--- src/rtl/ad_jesd_rx_align.sv ---
// JESD204 receive frame aligner: locks onto a common SOF byte offset, realigns
// the four 32-bit lanes across beat boundaries and unpacks two 4-sample converters.
module ad_jesd_rx_align #(
  parameter int unsigned ERR_THRESHOLD = 3
) (
  input  logic         rx_clk,
  input  logic         rx_rstn,
  input  logic [127:0] rx_data,
  input  logic         rx_valid,
  input  logic [3:0]   rx_sof,
  output logic         rx_ready,
  output logic         adc_valid,
  output logic [63:0]  adc_data_0,
  output logic [63:0]  adc_data_1,
  output logic         adc_status,
  output logic [7:0]   adc_relock_cnt
);

  typedef enum logic {
    ST_SEARCH = 1'b0,
    ST_LOCKED = 1'b1
  } state_t;

  localparam logic [4:0] LP_THR = 5'(ERR_THRESHOLD);

  state_t       r_state;
  logic [127:0] r_prev;
  logic [1:0]   r_k;
  logic [3:0]   r_err;
  logic         r_adc_valid;
  logic         r_status;
  logic [63:0]  r_data_0;
  logic [63:0]  r_data_1;
  logic [7:0]   r_relock;

  logic         w_sof_onehot;
  logic [1:0]   w_sof_idx;
  logic [3:0]   w_k_onehot;
  logic [4:0]   w_err_inc;
  logic [127:0] w_aligned;
  logic [127:0] w_samples;
  logic [7:0]   w_relock_inc;

  assign rx_ready       = rx_rstn;
  assign adc_valid      = r_adc_valid;
  assign adc_data_0     = r_data_0;
  assign adc_data_1     = r_data_1;
  assign adc_status     = r_status;
  assign adc_relock_cnt = r_relock;

  assign w_sof_onehot = $onehot(rx_sof);
  assign w_k_onehot   = 4'b0001 << r_k;
  assign w_err_inc    = {1'b0, r_err} + 5'd1;
  assign w_relock_inc = (r_relock == 8'hFF) ? r_relock : r_relock + 8'd1;

  always_comb begin
    w_sof_idx = 2'd0;
    for (int unsigned i = 0; i < 4; i++) begin
      if (rx_sof[i]) w_sof_idx = 2'(i);
    end
  end

  // Aligned lane word = bytes K..K+3 of {current, previous}, previous in the low half
  always_comb begin
    w_aligned = '0;
    for (int unsigned l = 0; l < 4; l++) begin
      w_aligned[32*l +: 32] = 32'({rx_data[32*l +: 32], r_prev[32*l +: 32]} >> {r_k, 3'b000});
    end
  end

  // Each lane carries two samples; the first-received octet of a pair is the MSB
  always_comb begin
    w_samples = '0;
    for (int unsigned l = 0; l < 4; l++) begin
      w_samples[32*l +: 32] = {w_aligned[32*l+16 +: 8], w_aligned[32*l+24 +: 8],
                               w_aligned[32*l    +: 8], w_aligned[32*l+8  +: 8]};
    end
  end

  always_ff @(posedge rx_clk or negedge rx_rstn) begin
    if (!rx_rstn) begin
      r_state     <= ST_SEARCH;
      r_prev      <= '0;
      r_k         <= '0;
      r_err       <= '0;
      r_adc_valid <= 1'b0;
      r_status    <= 1'b0;
      r_data_0    <= '0;
      r_data_1    <= '0;
      r_relock    <= '0;
    end else begin
      r_adc_valid <= 1'b0;
      if (rx_valid) begin
        r_prev <= rx_data;
        if (r_state == ST_LOCKED) begin
          r_adc_valid <= 1'b1;
          r_data_0    <= w_samples[63:0];
          r_data_1    <= w_samples[127:64];
        end
      end
      case (r_state)
        ST_SEARCH: begin
          if (rx_valid && w_sof_onehot) begin
            r_state  <= ST_LOCKED;
            r_status <= 1'b1;
            r_k      <= w_sof_idx;
            r_err    <= '0;
          end
        end
        ST_LOCKED: begin
          if (!rx_valid) begin
            r_state  <= ST_SEARCH;
            r_status <= 1'b0;
            r_relock <= w_relock_inc;
          end else if (rx_sof != 4'b0000) begin
            if (rx_sof == w_k_onehot) begin
              r_err <= '0;
            end else if (w_err_inc >= LP_THR) begin
              r_state  <= ST_SEARCH;
              r_status <= 1'b0;
              r_err    <= '0;
              r_relock <= w_relock_inc;
            end else begin
              r_err <= w_err_inc[3:0];
            end
          end
        end
        default: begin
          r_state  <= ST_SEARCH;
          r_status <= 1'b0;
        end
      endcase
    end
  end

endmodule

--- config.mk ---
export PLATFORM = sky130hd
export DESIGN_NAME = ad_jesd_rx_align
export DESIGN_NICKNAME = d
export VERILOG_FILES = /design/src/rtl/ad_jesd_rx_align.sv
export SDC_FILE = /design/constraint.sdc
export NUM_CORES = 1
export LEC_CHECK = 0
export CORE_MARGIN = 8
export CORE_UTILIZATION = 40
export CTS_CLUSTER_DIAMETER = 120
export CTS_CLUSTER_SIZE = 8
export DETAILED_ROUTE_END_ITERATION = 6
export PLACE_DENSITY_LB_ADDON = 0.3
export SYNTH_ARGS = -nofsm -noshare
export SYNTH_HDL_FRONTEND = slang
export SYNTH_SLANG_ARGS = --single-unit
--- constraint.sdc ---
create_clock -name rx_clk -period 3.34 [get_ports rx_clk]
set_clock_uncertainty 0.1 [all_clocks]
set_input_delay 0.334 -clock rx_clk [delete_from_list [all_inputs] [get_ports rx_clk]]
set_output_delay 0.334 -clock rx_clk [all_outputs]
set_load 0.02 [all_outputs]
[Yosys cells after proc, flatten, opt, wreduce, memory -nomap -nowiden]
Index checks and enable logic that the tools add are counted.
Word-level totals
  register bits after elaboration: 273
  input bits: 135
  output and inout port bits: 139
  logic and storage cells: 68
Cells by class
  add/subtract/negate cells: 5
  magnitude comparators: 1
  eq/ne operators: 12
  shift operators: 5
  mux-type cells: 28
  bitwise operators: 1
  reduce and logical (&&, ||, !) cells: 7
Operators by type and width (count)
  $shr A64 B5 Y32: 4
  $mux W8: 5
  $mux W4: 5
  $mux W1: 13
  $add A8 B1 Y8 const B: 1
  $eq A8 B8 Y1 const B: 1
  $pmux W4 S2: 1
  $reduce_and A4 Y1: 2
  $ne A2 B1 Y1 const B: 3
  $ne A2 B2 Y1 const B: 3
  $ne A3 B2 Y1 const B: 2
  $add A4 B1 Y5 const B: 1
  $ge A5 B2 Y1 const B: 1
  $add A1 B1 Y2: 2
  $eq A4 B4 Y1: 1
  $mux W2: 2
  $pmux W1 S2: 2
  $reduce_and A2 Y1: 2
  $reduce_bool A4 Y1: 1
  $shl A1 B2 Y4 const A: 1
  $add A2 B2 Y3: 1
  $eq A3 B1 Y1 const B: 1
  $ne A3 B3 Y1 const B: 1
  $reduce_and A3 Y1: 1
  2 further kinds: 2

[Longest topological paths before layout]
Gate-level depths: netlist of the first run.
  depth after elaboration: 7
  gate-level depth with buffers: 10
  mapped depth without buffers: 10

[Least setup slack after synthesis of the first run]
No wires, ideal clock.
  path kind: input to register
  from: input rx_sof[0]
  to: register r_k[0]
  setup time: 0.125 ns
  arrival time: 1.999 ns
  data required time: 3.115 ns
  slack: 1.116 ns
  cell stages on the path: 8
  path buffers: 0
  cells stage by stage: inv_1 -> fa_1 -> inv_1 -> ha_1 -> ha_1 -> nor2_1 -> and3_1 -> mux2_2
On the way
  cells in the longest elaborated chain, start to end: 5
RTL lines
  from (decl): RTL line 10  | input logic [3:0] rx_sof,
  $add A1 B1 Y2 (not written as such): RTL line 51  | assign w_sof_onehot = $onehot(rx_sof);
  $add A2 B2 Y3 (not written as such): RTL line 51
  $eq A3 B1 Y1: RTL line 51
  $logic_and A1 B1 Y1: RTL line 103  | if (rx_valid && w_sof_onehot) begin
  $reduce_and A2 Y1 (no source line)
  to (signal assigned): RTL line 106  | r_k <= w_sof_idx;
  to (decl): RTL line 28  | logic [1:0] r_k;
No other way between the ends.
A chain may end at the register's enable or synchronous reset.

[Worst setup path in the final report of the first run]
  from: input rx_rstn
  to: output rx_ready
RTL lines
  from (decl): RTL line 7  | input logic rx_rstn,
  to (decl): RTL line 11  | output logic rx_ready,
No word-level cell between the ends.

==> flow_metrics.tcl, run 1 <==
set metrics [dict create \
    outcome "finished, final reports clean" \
    dr.first_iter.drc_count 394 \
    ant_nets 0 \
    syn_area_um2 13400 \
    cts_buffers 40 \
    cts_tree "done" \
    final_area_um2 17580 \
    rows 67 \
    post_cts_buffers 0 \
    power.leakage_nw 7.777 \
    floorplan.die_area_um2 39610 \
    slew_viol_final 0 \
    met3WireLength_mm 2.111 \
    insertion_delay_ns 0.52 \
    total_power_mw 14.99 \
    mostFrequentLayoutCells "271 x dfrtp_1, 271 x clkdlybuf4s50_1, 198 x o21ai_0, 198 x nand2_1, 194 x mux2_2" \
    yosysTopAreaCell "dfrtp_1" \
    clock-sinks 273 \
    hold_class "in -> reg" \
    antenna_found_initial 4 \
    yosys-top-cells-area "dfrtp_1 51%, mux2_2 16%, mux2i_1 9.6%, o21ai_0 7.4%, nand2_1 5.6%" \
    fmax_mhz 419.5 \
    worstPathMaxFanout 43 \
    h-tree-depth 2 \
    maxCapViolCount 0 \
    place_congestion 0.8459 \
    die_y_um 199.0 \
    portBuffers 273 \
    dp_hpwl_mm 22.86 \
    grt_pass1_vias 10360 \
    wl_per_cell_um 17.26 \
    vias 9921 \
    syn_avg_cell_area_um2 10.56 \
    slowest_stage "clkdlybuf4s50_1" \
    syn2layout_area_growth_pct 31.21 \
    die_w_um 199.0 \
    grt_overflow_total 0 \
    dpl-instance-area_um2 16500 \
    rsz0062_at_grt "no" \
    grt_pass1_wl_mm 55.43 \
    ys_seq_area_share_pct 50.99 \
    nets 1644 \
    path_cells "dlygate4sd3_1 > buf_8 > clkdlybuf4s50_1" \
    crit_required_ns 2.91 \
    max_stage_delay_ns 0.70 \
    path_clk_slew_ns 0.05 \
    hold_ws_ns 0.1326 \
    boundaryPins 274 \
    end_kind "primary output" \
    synth_cell_types 36 \
    grt_usage_pct 17.17 \
    root_buffer "clkbuf_16" \
    finalSetupTns_ns 0 \
    cp-start-kind "input pin" \
    p_per_area_nw_per_um2 852.7 \
    grt_max_degree 258 \
    period_minus_slack_ns 2.384 \
    vias_per_cell 5.064 \
    routed-wl-met2_mm 15.74 \
    synth_seq_cells 273 \
    drive_gt1_share_pct 17.12 \
    clockBufferDepth 3 \
    yosysWarnings 0 \
    arrival_ns 1.95 \
    met1_length_mm 15.17 \
    worstSetupPathType "in -> out" \
    dr.pass1.iters 4 \
    worst_pin_slew_ns 1.019 \
    highest_layer "met5" \
    relSlewSlack_pct 32.06 \
    post-route-period-util_pct 71.36 \
    drc 0 \
    n_fill_cell 3005 \
    hold_viol 0 \
    syn-instance-count 1269 \
    drt-total-wl_mm 33.81 \
    initial_core_util_pct 40.26 \
    ir_worst_vdd_mv 0.5031 \
    yosysTopAreaCellShare_pct 50.99 \
    core_area_um2 33280 \
    postLayoutCoreUtil_pct 52.83 \
    finalSetupViolations 0 \
    syn-num-nets 1411 \
]
[flip-flops by register name, summed over array words and instances (netlist names)]
signal,cells
adc_data_0,64
adc_data_1,64
adc_relock_cnt,8
adc_status,1
adc_valid,1
r_err,4
r_k,2
r_prev,128
r_state,1
[routing by layer]
| layer | vias up | global-route usage [%] |
|---|---|---|
| met2 | 215 | 27.53 |
| met1 | 4787 | 22.09 |
| li1 | 4866 | - |
| met5 | - | 0 |
| met4 | 2 | 6.039 |
| met3 | 51 | 4.686 |
[cell families after synthesis]
| group | count (synthesis) | share of synthesized area, % |
|---|---|---|
| multiplexers | 322 | 25.87 |
| AND/OR/NAND/NOR | 287 | 8.451 |
| flip-flops | 273 | 50.99 |
| AO/OA/AOI/OAI | 270 | 10.31 |
| buffers and inverters | 103 | 3.166 |
| XOR/XNOR | 7 | 0.5136 |
| adder cells (fa/ha/maj) | 7 | 0.7097 |
[layout make-up]
class	count	area (um2)	area share [%]
Sequential cell	273	6839	38.90
Multi-Input combinational cell	893	6151	34.99
Timing Repair Buffer	286	2927	16.65
Clock buffer	44	1037	5.900
Tap cell	448	560.5	3.188
Inverter	8	30.03	0.1708
Clock inverter	3	26.28	0.1495
Antenna cell	4	10.01	0.05694
[where the power goes]
| part | total, mW | internal, mW | switching, mW |
|---|---|---|---|
| registers | 4.84 | 4.24 | 0.595 |
| clock network | 3.54 | 2.16 | 1.38 |
| logic | 6.61 | 3.05 | 3.56 |
[cells in the mapped netlist]
cell / instances
a211oi_2: 1
a21boi_0: 1
a21o_1: 1
a21oi_1: 65
and2_1: 2
and3_1: 4
and3b_1: 1
and4_4: 1
buf_1: 9
buf_2: 18
buf_4: 2
buf_6: 1
clkbuf_1: 65
dfrtp_1: 273
fa_1: 1
ha_1: 6
inv_1: 8
mux2_2: 194
mux2i_1: 128
nand2_1: 199
nand3_1: 3
nand4_1: 2
nor2_1: 70
nor3_1: 1
nor3b_1: 1
nor4b_1: 1
nor4bb_1: 1
o2111a_1: 1
o211a_1: 1
o21a_1: 1
o21ai_0: 198
o31a_1: 1
or3_1: 1
xnor2_1: 5
xor2_1: 1
xor2_2: 1
[worst paths after layout]
| kind | start | slack (ns) | end | cells after the start |
|---|---|---|---|---|
| max | rx_rstn | 0.96 | rx_ready | 3 |
| min | rx_valid | 0.13 | adc_status | 4 |
| max reg2reg | r_k[0] | 1.09 | adc_data_0[20] | 5 |
| min reg2reg | adc_data_1[59] | 0.37 | adc_data_1[59] | 2 |
| max in group asynchronous | rx_rstn | 1.93 | adc_data_0[4] | 3 |
| min in group asynchronous | rx_rstn | 0.21 | adc_data_1[19] | 2 |
[what timing repair did]
item | in CTS | in global routing
hold buffers | 1 | 0
gates resized for setup | 0 | 0
endpoints found under the setup margin | 0 | 0
endpoints found under the hold margin | 40 | 0
[metrics by stage]
| step | setup slack (ns) | instances |
|---|---|---|
| floorplan | 1.116 | 1269 |
| global placement | 0.5137 | 1907 |
| detailed placement | 0.4981 | 1907 |
| CTS | 0.9277 | 1955 |
| global route | 0.8669 | 1958 |
| finish | 0.9565 | 1959 |
[critical path: cells and delay by family]
kind | cells | cell delay, ns
buffers and inverters | 3 | 1.60
(Power assumes the default switching activity.)
==> run 2: changes to the inputs <==
==> constraint.sdc (replaced) <==
create_clock -name rx_clk -period 2.4 [get_ports rx_clk]
set_clock_uncertainty 0.1 [all_clocks]
set_input_delay 0.24 -clock rx_clk [delete_from_list [all_inputs] [get_ports rx_clk]]
set_output_delay 0.24 -clock rx_clk [all_outputs]
set_load 0.02 [all_outputs]
==> flow_metrics.tcl, run 2 (same netlist as run 1, synthesis figures left out) <==
set metrics [dict create \
    outcome "finished, final reports clean" \
    max_stage_delay_ns 0.53 \
    vias_per_cell 5.061 \
    post_cts_buffers 0 \
    die_y_um 199.0 \
    largest_reg_flops 128 \
    highest_layer "met5" \
    top_register "r_prev" \
    drt-total-wl_mm 33.79 \
    ant_nets 0 \
    wl_per_cell_um 17.19 \
    hold_class "in -> reg" \
    crit_required_ns 2.69 \
    grt_overflow_total 0 \
    slew_viol_final 0 \
    grt_pass1_vias 10210 \
    grt_usage_pct 16.87 \
    worstSetupPathType "in -> reg" \
    floorplan.die_area_um2 39610 \
    period_minus_slack_ns 2.210 \
    worst_pin_slew_ns 1.015 \
    antenna_found_initial 1 \
    grt_pass1_wl_mm 54.96 \
    ir_worst_vdd_mv 0.7841 \
    slowest_stage "fa_1" \
    relSlewSlack_pct 32.34 \
    dr.pass1.iters 4 \
    maxCapViolCount 0 \
    cts_buffers 40 \
    n_fill_cell 2944 \
    routed-wl-met2_mm 15.76 \
    finalSetupViolations 0 \
    drive_gt1_share_pct 17.72 \
    clock-sinks 273 \
    arrival_ns 2.50 \
    postLayoutCoreUtil_pct 53.19 \
    rows 67 \
    diodes 0 \
    dpl_worst_slack_ns -0.3201 \
    drc 0 \
    end_kind "flip-flop" \
    dp_hpwl_mm 23.10 \
    syn2layout_area_growth_pct 32.12 \
    met1_length_mm 15.13 \
    worst_slack_ns 0.1904 \
    core_area_um2 33280 \
    place_congestion 0.8251 \
    vias 9949 \
    ctsHoldBuffers 1 \
    h-tree-depth 2 \
    p_per_area_nw_per_um2 1184 \
    portBuffers 273 \
    worstPathMaxFanout 3 \
    die_w_um 199.0 \
    root_buffer "clkbuf_16" \
    met3WireLength_mm 2.201 \
    grt_max_degree 258 \
    nets 1655 \
    dr.first_iter.drc_count 307 \
    fmax_mhz 452.6 \
    initial_core_util_pct 40.26 \
    cts_resized 0 \
    clockBufferDepth 3 \
    cp-start-kind "input pin" \
    power.leakage_nw 7.852 \
    insertion_delay_ns 0.50 \
    post-route-period-util_pct 92.07 \
    rsz0062_at_grt "no" \
    boundaryPins 274 \
    path_clk_slew_ns 0.05 \
    mostFrequentLayoutCells "271 x dfrtp_1, 271 x clkdlybuf4s50_1, 198 x o21ai_0, 198 x nand2_1, 194 x mux2_2" \
    cts_tree "done" \
    path_cells "clkdlybuf4s50_1 > inv_1 > fa_1 > inv_1 > ha_1 > ha_1 > nor2_1 > and3_1 > mux2_2" \
    hold_viol 0 \
]
run 2: path summary, 6_finish.rpt:
check                                    start           endpoint  slack [ns]  cells after the start
worst min register to register  adc_data_0[25]     adc_data_0[25]        0.37                      2
max in group asynchronous              rx_rstn             r_k[1]        1.12                      3
min in group asynchronous              rx_rstn      adc_data_1[3]        0.33                      3
worst max-delay path                 rx_sof[0]             r_k[0]        0.19                      9
worst max register to register        r_err[0]  adc_relock_cnt[6]        0.29                      8
worst min-delay path                  rx_valid          adc_valid        0.20                      3
run 2: worst max-delay path: cells and delay by family:
kind	cells	cell delay, ns
adders and majority gates	3	0.97
buffers and inverters	3	0.59
muxes	1	0.34
and+or+nand+nor	2	0.34
run 2: routing by layer:
layer	vias to the layer above	global-route usage [%]
met4	2	4.529
met3	49	4.585
met5	-	0
li1	4892	-
met2	211	27.25
met1	4795	22.08
run 2: through the flow:
stage | total power [mW] | setup TNS (ns) | area (um2) | std cells | hold slack (ns)
floorplan | 12.46 | 0 | 13400 | 1269 | -0.1556
global placement | 16.08 | -1.806 | 16630 | 1918 | 0.3166
detailed placement | 16.19 | -2.608 | 16630 | 1918 | 0.3107
CTS | 21.27 | 0 | 17700 | 1966 | 0.1969
global route | 22.35 | 0 | 17700 | 1966 | 0.2290
finish | 20.96 | 0 | 17700 | 1966 | 0.2038
run 2: where the power goes:
group | switching [mW] | total (mW) | internal [mW]
registers | 0.815 | 6.72 | 5.90
logic | 5.00 | 9.32 | 4.32
clock network | 1.91 | 4.92 | 3.01
total | 7.72 | 21.0 | 13.2
run 2: cell type report:
| cell class | count | area, um2 | area share, % |
|---|---|---|---|
| Clock buffer | 44 | 1037 | 5.859 |
| Inverter | 8 | 30.03 | 0.1696 |
| Multi-Input combinational cell | 893 | 6151 | 34.74 |
| Clock inverter | 3 | 26.28 | 0.1484 |
| Timing Repair Buffer | 297 | 3059 | 17.28 |
| Tap cell | 448 | 560.5 | 3.166 |
| Sequential cell | 273 | 6839 | 38.63 |
